### config.mk
export PLATFORM = sky130hd
export DESIGN_NAME = color_detector_pipe
export DESIGN_NICKNAME = d
export VERILOG_FILES = /design/src/rtl/color_detector_pipe.sv
export SDC_FILE = /design/constraint.sdc
export NUM_CORES = 1
export LEC_CHECK = 0
export CORE_UTILIZATION = 45
export DETAILED_ROUTE_END_ITERATION = 6
export GPL_ROUTABILITY_DRIVEN = 0
export PLACE_DENSITY = 0.77
export SYNTH_ARGS = -nofsm -noshare
export SYNTH_HDL_FRONTEND = slang
export SYNTH_SLANG_ARGS = --single-unit
export TNS_END_PERCENT = 50
### constraint.sdc
create_clock -name PCLK -period 5.2 [get_ports PCLK]
set_clock_uncertainty 0.05 [all_clocks]
set_input_delay 0.52 -clock PCLK [delete_from_list [all_inputs] [get_ports PCLK]]
set_output_delay 0.52 -clock PCLK [all_outputs]
set_load 0.02 [all_outputs]
### src/rtl/color_detector_pipe.sv
// color_detector_pipe: YCbCr->RGB with target-colour classification and per-frame hit count; optional bbox via COLOR_DET_BBOX_EN.
// Latency 3 cycles (e_pix sample -> out_valid); 1 pixel/cycle; no backpressure, input is never stalled.
module color_detector_pipe #(
  parameter int         DW     = 8,
  parameter int         THRESH = 70,
  parameter logic [1:0] MARK   = 2'b11,
  parameter int         CNT_W  = 20,
  parameter int         X_W    = 10,
  parameter int         Y_W    = 9
) (
  input  logic             PCLK,
  input  logic             reset,
  input  logic             e_pix,
  input  logic             sof,
  input  logic             eol,
  input  logic [1:0]       mode,
  input  logic [DW-1:0]    Y,
  input  logic [DW-1:0]    Cb,
  input  logic [DW-1:0]    Cr,
  output logic             out_valid,
  output logic             hit,
  output logic [DW-1:0]    Y_out,
  output logic [DW-1:0]    R_out,
  output logic [DW-1:0]    G_out,
  output logic [DW-1:0]    B_out,
  output logic [CNT_W-1:0] frame_hits,
  output logic             frame_done
`ifdef COLOR_DET_BBOX_EN
  ,
  output logic [X_W-1:0]   bbox_x_min,
  output logic [X_W-1:0]   bbox_x_max,
  output logic [Y_W-1:0]   bbox_y_min,
  output logic [Y_W-1:0]   bbox_y_max,
  output logic             bbox_valid
`endif
);

  localparam int PW  = DW + 12;
  localparam int DDW = DW + 2;
  localparam logic signed [DW:0]    CHROMA_OFS = (DW+1)'(1 << (DW-1));
  localparam logic signed [PW-1:0]  K_R_CR     = PW'(1436);
  localparam logic signed [PW-1:0]  K_G_CB     = PW'(352);
  localparam logic signed [PW-1:0]  K_G_CR     = PW'(731);
  localparam logic signed [PW-1:0]  K_B_CB     = PW'(1815);
  localparam logic signed [PW-1:0]  PIX_MAX    = PW'((1 << DW) - 1);
  localparam logic signed [DDW-1:0] MARGIN     = DDW'(THRESH);

  logic                 v1, v2, v3, sof1, sof2, sof3;
  logic [1:0]           mode1, mode2, mode3;
  logic [DW-1:0]        y1, y2, y3;
  logic signed [DW:0]   cb1, cr1;
  logic signed [PW-1:0] p_r_cr, p_g_cb, p_g_cr, p_b_cb;
  logic signed [PW-1:0] r3, g3, b3;
  logic [DW-1:0]        r_c, g_c, b_c;
  logic                 match, hit_nxt;
  logic [CNT_W-1:0]     hit_cnt;

  always_ff @(posedge PCLK) begin
    if (reset) begin
      v1   <= 1'b0;
      v2   <= 1'b0;
      v3   <= 1'b0;
      sof1 <= 1'b0;
      sof2 <= 1'b0;
      sof3 <= 1'b0;
    end else begin
      v1   <= e_pix;
      v2   <= v1;
      v3   <= v2;
      sof1 <= sof;
      sof2 <= sof1;
      sof3 <= sof2;
    end
  end

  // Datapath carries no reset; the valid bits above decide what is real.
  always_ff @(posedge PCLK) begin
    y1     <= Y;
    mode1  <= mode;
    cb1    <= $signed({1'b0, Cb}) - CHROMA_OFS;
    cr1    <= $signed({1'b0, Cr}) - CHROMA_OFS;
    y2     <= y1;
    mode2  <= mode1;
    p_r_cr <= (PW'(cr1) * K_R_CR) >>> 10;
    p_g_cb <= (PW'(cb1) * K_G_CB) >>> 10;
    p_g_cr <= (PW'(cr1) * K_G_CR) >>> 10;
    p_b_cb <= (PW'(cb1) * K_B_CB) >>> 10;
    y3     <= y2;
    mode3  <= mode2;
    r3     <= $signed(PW'(y2)) + p_r_cr;
    g3     <= $signed(PW'(y2)) - p_g_cb - p_g_cr;
    b3     <= $signed(PW'(y2)) + p_b_cb;
  end

  function automatic logic [DW-1:0] clamp(input logic signed [PW-1:0] v);
    if (v[PW-1]) return '0;
    if (v > PIX_MAX) return '1;
    return v[DW-1:0];
  endfunction

  function automatic logic beats(input logic [DW-1:0] t, input logic [DW-1:0] o1,
                                 input logic [DW-1:0] o2);
    logic signed [DDW-1:0] d1, d2;
    d1 = $signed(DDW'(t)) - $signed(DDW'(o1));
    d2 = $signed(DDW'(t)) - $signed(DDW'(o2));
    return (d1 > MARGIN) && (d2 > MARGIN);
  endfunction

  always_comb begin
    r_c   = clamp(r3);
    g_c   = clamp(g3);
    b_c   = clamp(b3);
    match = 1'b0;
    case (mode3)
      2'd0:    match = beats(g_c, r_c, b_c);
      2'd1:    match = beats(r_c, g_c, b_c);
      2'd2:    match = beats(b_c, r_c, g_c);
      default: match = 1'b0;
    endcase
    hit_nxt = v3 && match;
  end

  // sof3 and a valid pixel never coincide, so the frame swap never drops a hit.
  always_ff @(posedge PCLK) begin
    if (reset) begin
      out_valid  <= 1'b0;
      hit        <= 1'b0;
      frame_done <= 1'b0;
      Y_out      <= '0;
      R_out      <= '0;
      G_out      <= '0;
      B_out      <= '0;
      frame_hits <= '0;
      hit_cnt    <= '0;
    end else begin
      out_valid  <= v3;
      hit        <= hit_nxt;
      frame_done <= sof3;
      if (v3) begin
        R_out <= r_c;
        G_out <= g_c;
        B_out <= b_c;
        Y_out <= hit_nxt ? {MARK, y3[DW-1:2]} : y3;
      end
      if (sof3) begin
        frame_hits <= hit_cnt;
        hit_cnt    <= '0;
      end else if (hit_nxt && (hit_cnt != '1)) begin
        hit_cnt <= hit_cnt + CNT_W'(1);
      end
    end
  end

`ifdef COLOR_DET_BBOX_EN
  logic [X_W-1:0] col_cnt, col1, col2, col3, bx_min, bx_max;
  logic [Y_W-1:0] row_cnt, row1, row2, row3, by_min, by_max;

  always_ff @(posedge PCLK) begin
    if (reset) begin
      col_cnt <= '0;
      row_cnt <= '0;
    end else if (sof) begin
      col_cnt <= '0;
      row_cnt <= '0;
    end else begin
      if (eol) col_cnt <= '0;
      else if (e_pix && (col_cnt != '1)) col_cnt <= col_cnt + X_W'(1);
      if (eol && (row_cnt != '1)) row_cnt <= row_cnt + Y_W'(1);
    end
  end

  always_ff @(posedge PCLK) begin
    col1 <= col_cnt;
    col2 <= col1;
    col3 <= col2;
    row1 <= row_cnt;
    row2 <= row1;
    row3 <= row2;
  end

  always_ff @(posedge PCLK) begin
    if (reset) begin
      bx_min     <= '1;
      bx_max     <= '0;
      by_min     <= '1;
      by_max     <= '0;
      bbox_x_min <= '0;
      bbox_x_max <= '0;
      bbox_y_min <= '0;
      bbox_y_max <= '0;
      bbox_valid <= 1'b0;
    end else if (sof3) begin
      bbox_x_min <= bx_min;
      bbox_x_max <= bx_max;
      bbox_y_min <= by_min;
      bbox_y_max <= by_max;
      bbox_valid <= (hit_cnt != '0);
      bx_min     <= '1;
      bx_max     <= '0;
      by_min     <= '1;
      by_max     <= '0;
    end else if (hit_nxt) begin
      if (col3 < bx_min) bx_min <= col3;
      if (col3 > bx_max) bx_max <= col3;
      if (row3 < by_min) by_min <= row3;
      if (row3 > by_max) by_max <= row3;
    end
  end
`else
  logic unused_eol;
  assign unused_eol = eol;
`endif

endmodule

After elaboration in Yosys (flattened, before gate mapping)
Cells that the tools add are included.
Cells by class
  muxes and demuxes: 23
  equal/unequal tests: 3
  reductions and logical operators: 7
  order comparisons: 9
  add/sub/neg operators: 13
  multipliers: 4
Operators with widths (number)
  8-bit 2-to-1 mux: 13
  20-bit by 9-bit > comparator with 1-bit output, second input constant: 3
  9-bit by 8-bit > comparator with 1-bit output, second input constant: 6
  8-bit by 8-bit subtractor with 9-bit output: 6
  9-bit by 10-bit adder with 11-bit output: 2
  20-bit by 1-bit adder with 20-bit output, second input constant: 1
  9-bit by 11-bit multiplier with 20-bit output, second input constant: 1
  9-bit by 12-bit multiplier with 20-bit output, second input constant: 1
  20-bit inequality test, second input constant: 1
  9-bit by 10-bit multiplier with 18-bit output, second input constant: 1
  8-bit by 8-bit subtractor with 9-bit output, second input constant: 2
  9-bit by 5-bit multiplier with 14-bit output, second input constant: 1
  10-bit by 10-bit subtractor with 11-bit output: 1
  9-bit by 9-bit subtractor with 10-bit output: 1
  1-bit 2-to-1 mux: 9
  1-bit logical AND: 5
  1-bit case mux with 3 select lines: 1
  2-bit by 1-bit equality test with 1-bit output, second input constant: 1
  2-bit equality test, second input constant: 1
  2-bit zero test: 1
  2-bit OR reduction: 1
Storage, ports and cells
  logic and storage cells: 89
  bits of input ports: 31
  register bits: 228
  output and inout port bits: 55

Logic depth before layout (Yosys ltp)
  depth in word-level cells: 11
  depth in mapped cells: 19
  mapped depth without buffers: 19

Worst setup path before layout
Ideal clock, no wire load.
  path kind: register to register
  from: reg cb1[7]
  to: reg, netlist name p_b_cb[9]
  path buffers: 1
  arrival time: 4.929 ns
  cell stages (with the launch flop): 20
  slack: 0.146 ns
  path through: dfxtp_1 clkbuf_1 inv_1 ha_1 ha_1 inv_1 fa_1 fa_1 inv_1 ha_1 ha_1 a21oi_1 o31a_1 o21ai_0 a211o_1 a2111oi_0 o31ai_1 o21ai_0 a21oi_1 a31oi_1
Between the ends
  cells in the longest elaborated chain, start to end: 1
Ends and longest elaborated chain
  from (decl): RTL line 51  | logic signed [DW:0] cb1, cr1;
  from (signal assigned): RTL line 80  | cb1 <= $signed({1'b0, Cb}) - CHROMA_OFS;
  9-bit by 12-bit multiplier with 20-bit output: RTL line 87  | p_b_cb <= (PW'(cb1) * K_B_CB) >>> 10;
Every way passes these cells.
A chain may end at the register's enable or synchronous reset.

Final worst setup path
  from: reg cb1[5]
  to: reg, netlist name p_b_cb[9]
Between the ends
  cells in the longest elaborated chain, start to end: 1
Ends and longest elaborated chain (RTL line)
  9-bit by 12-bit multiplier with 20-bit output: 87
Every way passes these cells.

==> flow_summary.html <==
<table>
<tr><th>Metric</th><th>Value</th></tr>
<tr><th colspan="2">Status</th></tr>
<tr><td>Result of the run</td><td>finished with violations</td></tr>
<tr><td>Failing checks</td><td>design-rule violations</td></tr>
<tr><th colspan="2">Yosys</th></tr>
<tr><td>Sequential fraction of the synthesis area</td><td>28.0%</td></tr>
<tr><td>Net count of the mapped netlist</td><td>1877</td></tr>
<tr><td>Async set-reset flop share out of synthesis</td><td>0%</td></tr>
<tr><td>Number of flops mapped to enable cells by yosys</td><td>0</td></tr>
<tr><td>Flops &amp; latches, synth</td><td>199</td></tr>
<tr><td>Avg Synthesized Cell Area</td><td>9.38 µm²</td></tr>
<tr><td>Synth Cell Area</td><td>14200 µm²</td></tr>
<tr><td>Count of cell types in the netlist</td><td>68</td></tr>
<tr><td>Leading register cell type out of synthesis</td><td>sky130_fd_sc_hd__dfxtp_1</td></tr>
<tr><td>Count of yosys warnings during synthesis</td><td>0</td></tr>
<tr><td>Post-synthesis instance total</td><td>1516</td></tr>
<tr><th colspan="2">Critical path</th></tr>
<tr><td>Depth of the worst register-to-register path</td><td>17</td></tr>
<tr><td>Source of the worst register-to-register timing path</td><td>cb1[5]</td></tr>
<tr><td>Critical Path Start Type</td><td>flop</td></tr>
<tr><td>Endpoint required time on the critical path</td><td>5520 ps</td></tr>
<tr><td>Worst flop-to-flop path endpoint</td><td>p_b_cb[9]</td></tr>
<tr><td>Critical path endpoint category</td><td>flop</td></tr>
<tr><td>Data arrival time of the worst path</td><td>5140 ps</td></tr>
<tr><td>Setup CP Type</td><td>flop to flop</td></tr>
<tr><td>Maximum fanout encountered on the critical timing path</td><td>5</td></tr>
<tr><td>Worst reg2reg setup slack</td><td>390 ps</td></tr>
<tr><th colspan="2">Layout</th></tr>
<tr><td>Fin area</td><td>16100 µm²</td></tr>
<tr><td>Nets</td><td>1957</td></tr>
<tr><td>Area growth, synth to finish</td><td>13.3%</td></tr>
<tr><td>Commonest cells after routing, fill and taps aside</td><td>sky130_fd_sc_hd__ha_1, sky130_fd_sc_hd__inv_1, sky130_fd_sc_hd__dfxtp_1</td></tr>
<tr><td>Layout cell share with drive strength beyond 1</td><td>4.54%</td></tr>
<tr><td>Number of standard cells in the layout, taps in and fillers out</td><td>2005</td></tr>
<tr><td>Total inserted antenna cells</td><td>0</td></tr>
<tr><td>Most frequent standard cell in the layout excluding fill and tap cells</td><td>sky130_fd_sc_hd__ha_1</td></tr>
<tr><th colspan="2">Clock tree</th></tr>
<tr><td>CTS root buffer</td><td>sky130_fd_sc_hd__clkbuf_16</td></tr>
<tr><td>Clock insertion delay at the later pin of the skew report</td><td>440 ps</td></tr>
<tr><td>Register clock-pin slew on the reported worst setup and hold paths</td><td>70 ps</td></tr>
<tr><td>H-tree level count</td><td>4</td></tr>
<tr><td>Count of hold-fix buffers inserted at cts</td><td>0</td></tr>
<tr><td>Clock sinks</td><td>199</td></tr>
<tr><td>Number of buffers inserted during clock tree synthesis</td><td>17</td></tr>
<tr><td>Number of buffers on the longest clock path</td><td>2</td></tr>
<tr><td>TritonCTS clock tree</td><td>built</td></tr>
<tr><th colspan="2">Route</th></tr>
<tr><td>Overall via count from detail_route</td><td>10384</td></tr>
<tr><td>Wire length the detailed router placed on met1</td><td>13100 µm</td></tr>
<tr><td>Routed wire length</td><td>29400 µm</td></tr>
<tr><td>Drt first pass iters</td><td>7</td></tr>
<tr><td>Average via count per standard cell</td><td>5.18</td></tr>
<tr><td>Routed WL per cell</td><td>14.6 µm</td></tr>
<tr><td>Drt drc</td><td>11</td></tr>
<tr><td>Met3 wire length</td><td>1110 µm</td></tr>
<tr><td>Remaining antenna violation count</td><td>0</td></tr>
<tr><td>Met2 Wirelength</td><td>14200 µm</td></tr>
<tr><td>Number of DRC violations after detailed-routing iteration 0</td><td>656</td></tr>
<tr><td>Highest routed layer</td><td>met4</td></tr>
<tr><th colspan="2">Job</th></tr>
<tr><td>Count of max-cap constraint violations</td><td>0</td></tr>
<tr><th colspan="2">Floorplan</th></tr>
<tr><td>Row cnt</td><td>64</td></tr>
<tr><td>Starting density of the core</td><td>46.1%</td></tr>
<tr><td>Y dimension of the die</td><td>180 µm</td></tr>
<tr><td>Area of the die</td><td>32300 µm²</td></tr>
<tr><td>Width of the die</td><td>180 µm</td></tr>
<tr><td>Area of the core</td><td>30800 µm²</td></tr>
<tr><td>Boundary pin count</td><td>86</td></tr>
<tr><th colspan="2">Worst hold path</th></tr>
<tr><td>Worst hold path type</td><td>flop to flop</td></tr>
<tr><td>Worst hold endpoint</td><td>mode2[0]</td></tr>
<tr><td>Worst Hold Path Cells</td><td>0</td></tr>
<tr><td>Start point of the worst hold path</td><td>mode1[0]</td></tr>
<tr><th colspan="2">GRT</th></tr>
<tr><td>Maximum number of pins on one net before global-route repair</td><td>66</td></tr>
<tr><td>Vias in the first global route</td><td>10540</td></tr>
<tr><td>First-pass GRT wire length</td><td>49600 µm</td></tr>
<tr><td>GRT Residual Overflow</td><td>0</td></tr>
<tr><td>Antenna violations before repair</td><td>0</td></tr>
<tr><td>Total global-route track usage</td><td>18.8%</td></tr>
<tr><th colspan="2">STA</th></tr>
<tr><td>Number of pins with negative max-slew slack in the final report</td><td>0</td></tr>
<tr><td>Minimum setup slack in the final design</td><td>386 ps</td></tr>
<tr><td>Final setup fails</td><td>0</td></tr>
<tr><td>Slew at the pin closest to its max-slew limit</td><td>908 ps</td></tr>
<tr><td>Maximum clock rate</td><td>208 MHz</td></tr>
<tr><td>Max transition margin</td><td>39.2%</td></tr>
<tr><td>Final number of hold-violating endpoints</td><td>0</td></tr>
<tr><td>Unrepaired setup endpoints after global routing</td><td>no</td></tr>
<tr><td>Final worst path period need</td><td>4810 ps</td></tr>
<tr><td>Portion of the clock cycle consumed by the worst path in the final layout</td><td>92.6%</td></tr>
<tr><td>Total negative setup slack</td><td>0 ps</td></tr>
<tr><th colspan="2">Pwr</th></tr>
<tr><td>Leak pwr</td><td>0.00756 µW</td></tr>
<tr><td>Peak ir drop on the vdd network</td><td>0.000397 V</td></tr>
<tr><td>Areal power density over the cells</td><td>558 nW/µm²</td></tr>
<tr><th colspan="2">Place</th></tr>
<tr><td>HPWL after DPL</td><td>23500 µm</td></tr>
<tr><td>PortBufs</td><td>84</td></tr>
<tr><td>Worst slack after detailed placement</td><td>119 ps</td></tr>
<tr><td>Total placed cells including tap cells</td><td>1973</td></tr>
<tr><td>Post-detailed-placement cell area</td><td>15500 µm²</td></tr>
</table>
==> flip-flops by register name, summed over array words and instances (netlist names), 2 cells and up <==
| signal | count |
|---|---|
| y2 | 8 |
| frame_hits | 20 |
| g3 | 11 |
| G_out | 8 |
| R_out | 8 |
| hit_cnt | 20 |
| cb1 | 8 |
| y1 | 8 |
| Y_out | 8 |
| r3 | 11 |
| p_g_cb | 9 |
| y3 | 8 |
| p_b_cb | 10 |
| mode2 | 2 |
| p_r_cr | 10 |
| cr1 | 8 |
| p_g_cr | 10 |
| B_out | 8 |
| mode3 | 2 |
| b3 | 11 |
| mode1 | 2 |
==> logic make-up after synthesis <==
logic type               share of synthesized area, %
AND/OR/NAND/NOR                                  12.0
adder cells (fa/ha/maj)                          33.3
AO/OA/AOI/OAI                                    10.7
buffers and inverters                            7.62
XOR/XNOR                                         4.56
multiplexers                                     3.80
flip-flops                                       28.0
==> worst max-delay path by stage <==
stage | from | endpoint | cells after the start
3_5_place_dp | cb1[3] | p_b_cb[9] | 17
5_1_grt | cb1[5] | p_b_cb[9] | 17
4_1_cts | cb1[3] | p_b_cb[9] | 17
3_3_place_gp | cb1[3] | p_b_cb[9] | 17
6_report | cb1[5] | p_b_cb[9] | 17
2_1_floorplan | cb1[7] | p_b_cb[9] | 19
==> metrics by stage <==
stage               power, µW  hold slack [ps]  util [%]
floorplan                6370              260         -
global placement         7300              263      50.3
detailed placement       7520              262      50.3
CTS                      8960              279      52.2
global route             9790              287      52.3
finish                   8990              278      52.3
==> final cells by class <==
cell class	count	area (µm²)
Fill cell	2744	14700
Multi-Input combinational cell	1040	9170
Sequential cell	199	3990
Timing Repair Buffer	99	961
Inverter	239	897
Tap cell	396	495
Clock buffer	20	447
Clock inverter	12	156
==> cell usage after synthesis (all sizes together), types with 3 or more instances <==
master / n / area, µm²
inv: 239 / 897
nor2b: 25 / 156
nor3b: 5 / 37.5
or3: 28 / 175
ha: 249 / 3120
o21bai: 7 / 52.6
and2: 6 / 37.5
a31oi: 7 / 43.8
o31ai: 8 / 60.1
or2: 16 / 100
a311oi: 6 / 52.6
and3: 5 / 31.3
nand3: 19 / 95.1
clkbuf: 21 / 78.8
buf: 17 / 108
o21ai: 43 / 215
o21a: 15 / 113
a21boi: 8 / 60.1
o41ai: 5 / 43.8
a211oi: 14 / 110
nand4: 7 / 43.8
xor2: 28 / 245
dfxtp: 199 / 3980
nand2b: 12 / 75.1
xnor2: 46 / 403
nand2: 26 / 97.6
a2111oi: 3 / 26.3
nor4: 5 / 31.3
or4: 5 / 37.5
nand3b: 5 / 37.5
a211o: 3 / 26.3
a31o: 3 / 26.3
nor3: 24 / 120
mux2i: 54 / 541
o211ai: 3 / 22.5
a21oi: 74 / 374
fa: 81 / 1620
nor2: 155 / 582
a21o: 15 / 113
==> metal layers <==
layer | track usage (%) | vias up
li1 | - | 5202
met1 | 23.1 | 4888
met2 | 32.7 | 230
met3 | 2.90 | 64
met4 | 7.55 | 0
met5 | 0 | -
==> timing repair <==
action,in CTS,in global routing
resized for setup,0,4
endpoints found under the hold margin,0,0
setup endpoints to repair,0,6
setup buffers,0,0
==> power by group <==
part | internal [µW] | total, µW | switching, µW | leakage (µW)
Clock | 739 | 1360 | 621 | 0.000291
Sequential | 1860 | 2000 | 132 | 0.00165
Combinational | 2420 | 5630 | 3220 | 0.00562
Total | 5020 | 8990 | 3970 | 0.00756
==> critical path, cell delays in order, from the launching register on <==
cell and delay (ps):
sky130_fd_sc_hd__dfxtp_1 460, sky130_fd_sc_hd__ha_1 300, sky130_fd_sc_hd__ha_1 280, sky130_fd_sc_hd__inv_1 60
sky130_fd_sc_hd__fa_1 520, sky130_fd_sc_hd__fa_1 550, sky130_fd_sc_hd__inv_1 40, sky130_fd_sc_hd__ha_1 290
sky130_fd_sc_hd__ha_1 310, sky130_fd_sc_hd__a21oi_1 170, sky130_fd_sc_hd__o31a_1 160, sky130_fd_sc_hd__o21ai_0 170
sky130_fd_sc_hd__a211o_1 370, sky130_fd_sc_hd__a2111oi_2 380, sky130_fd_sc_hd__o31ai_1 170, sky130_fd_sc_hd__o21ai_0 230
sky130_fd_sc_hd__a21oi_1 100, sky130_fd_sc_hd__a31oi_1 130
Power figures use the tool's default switching activity.
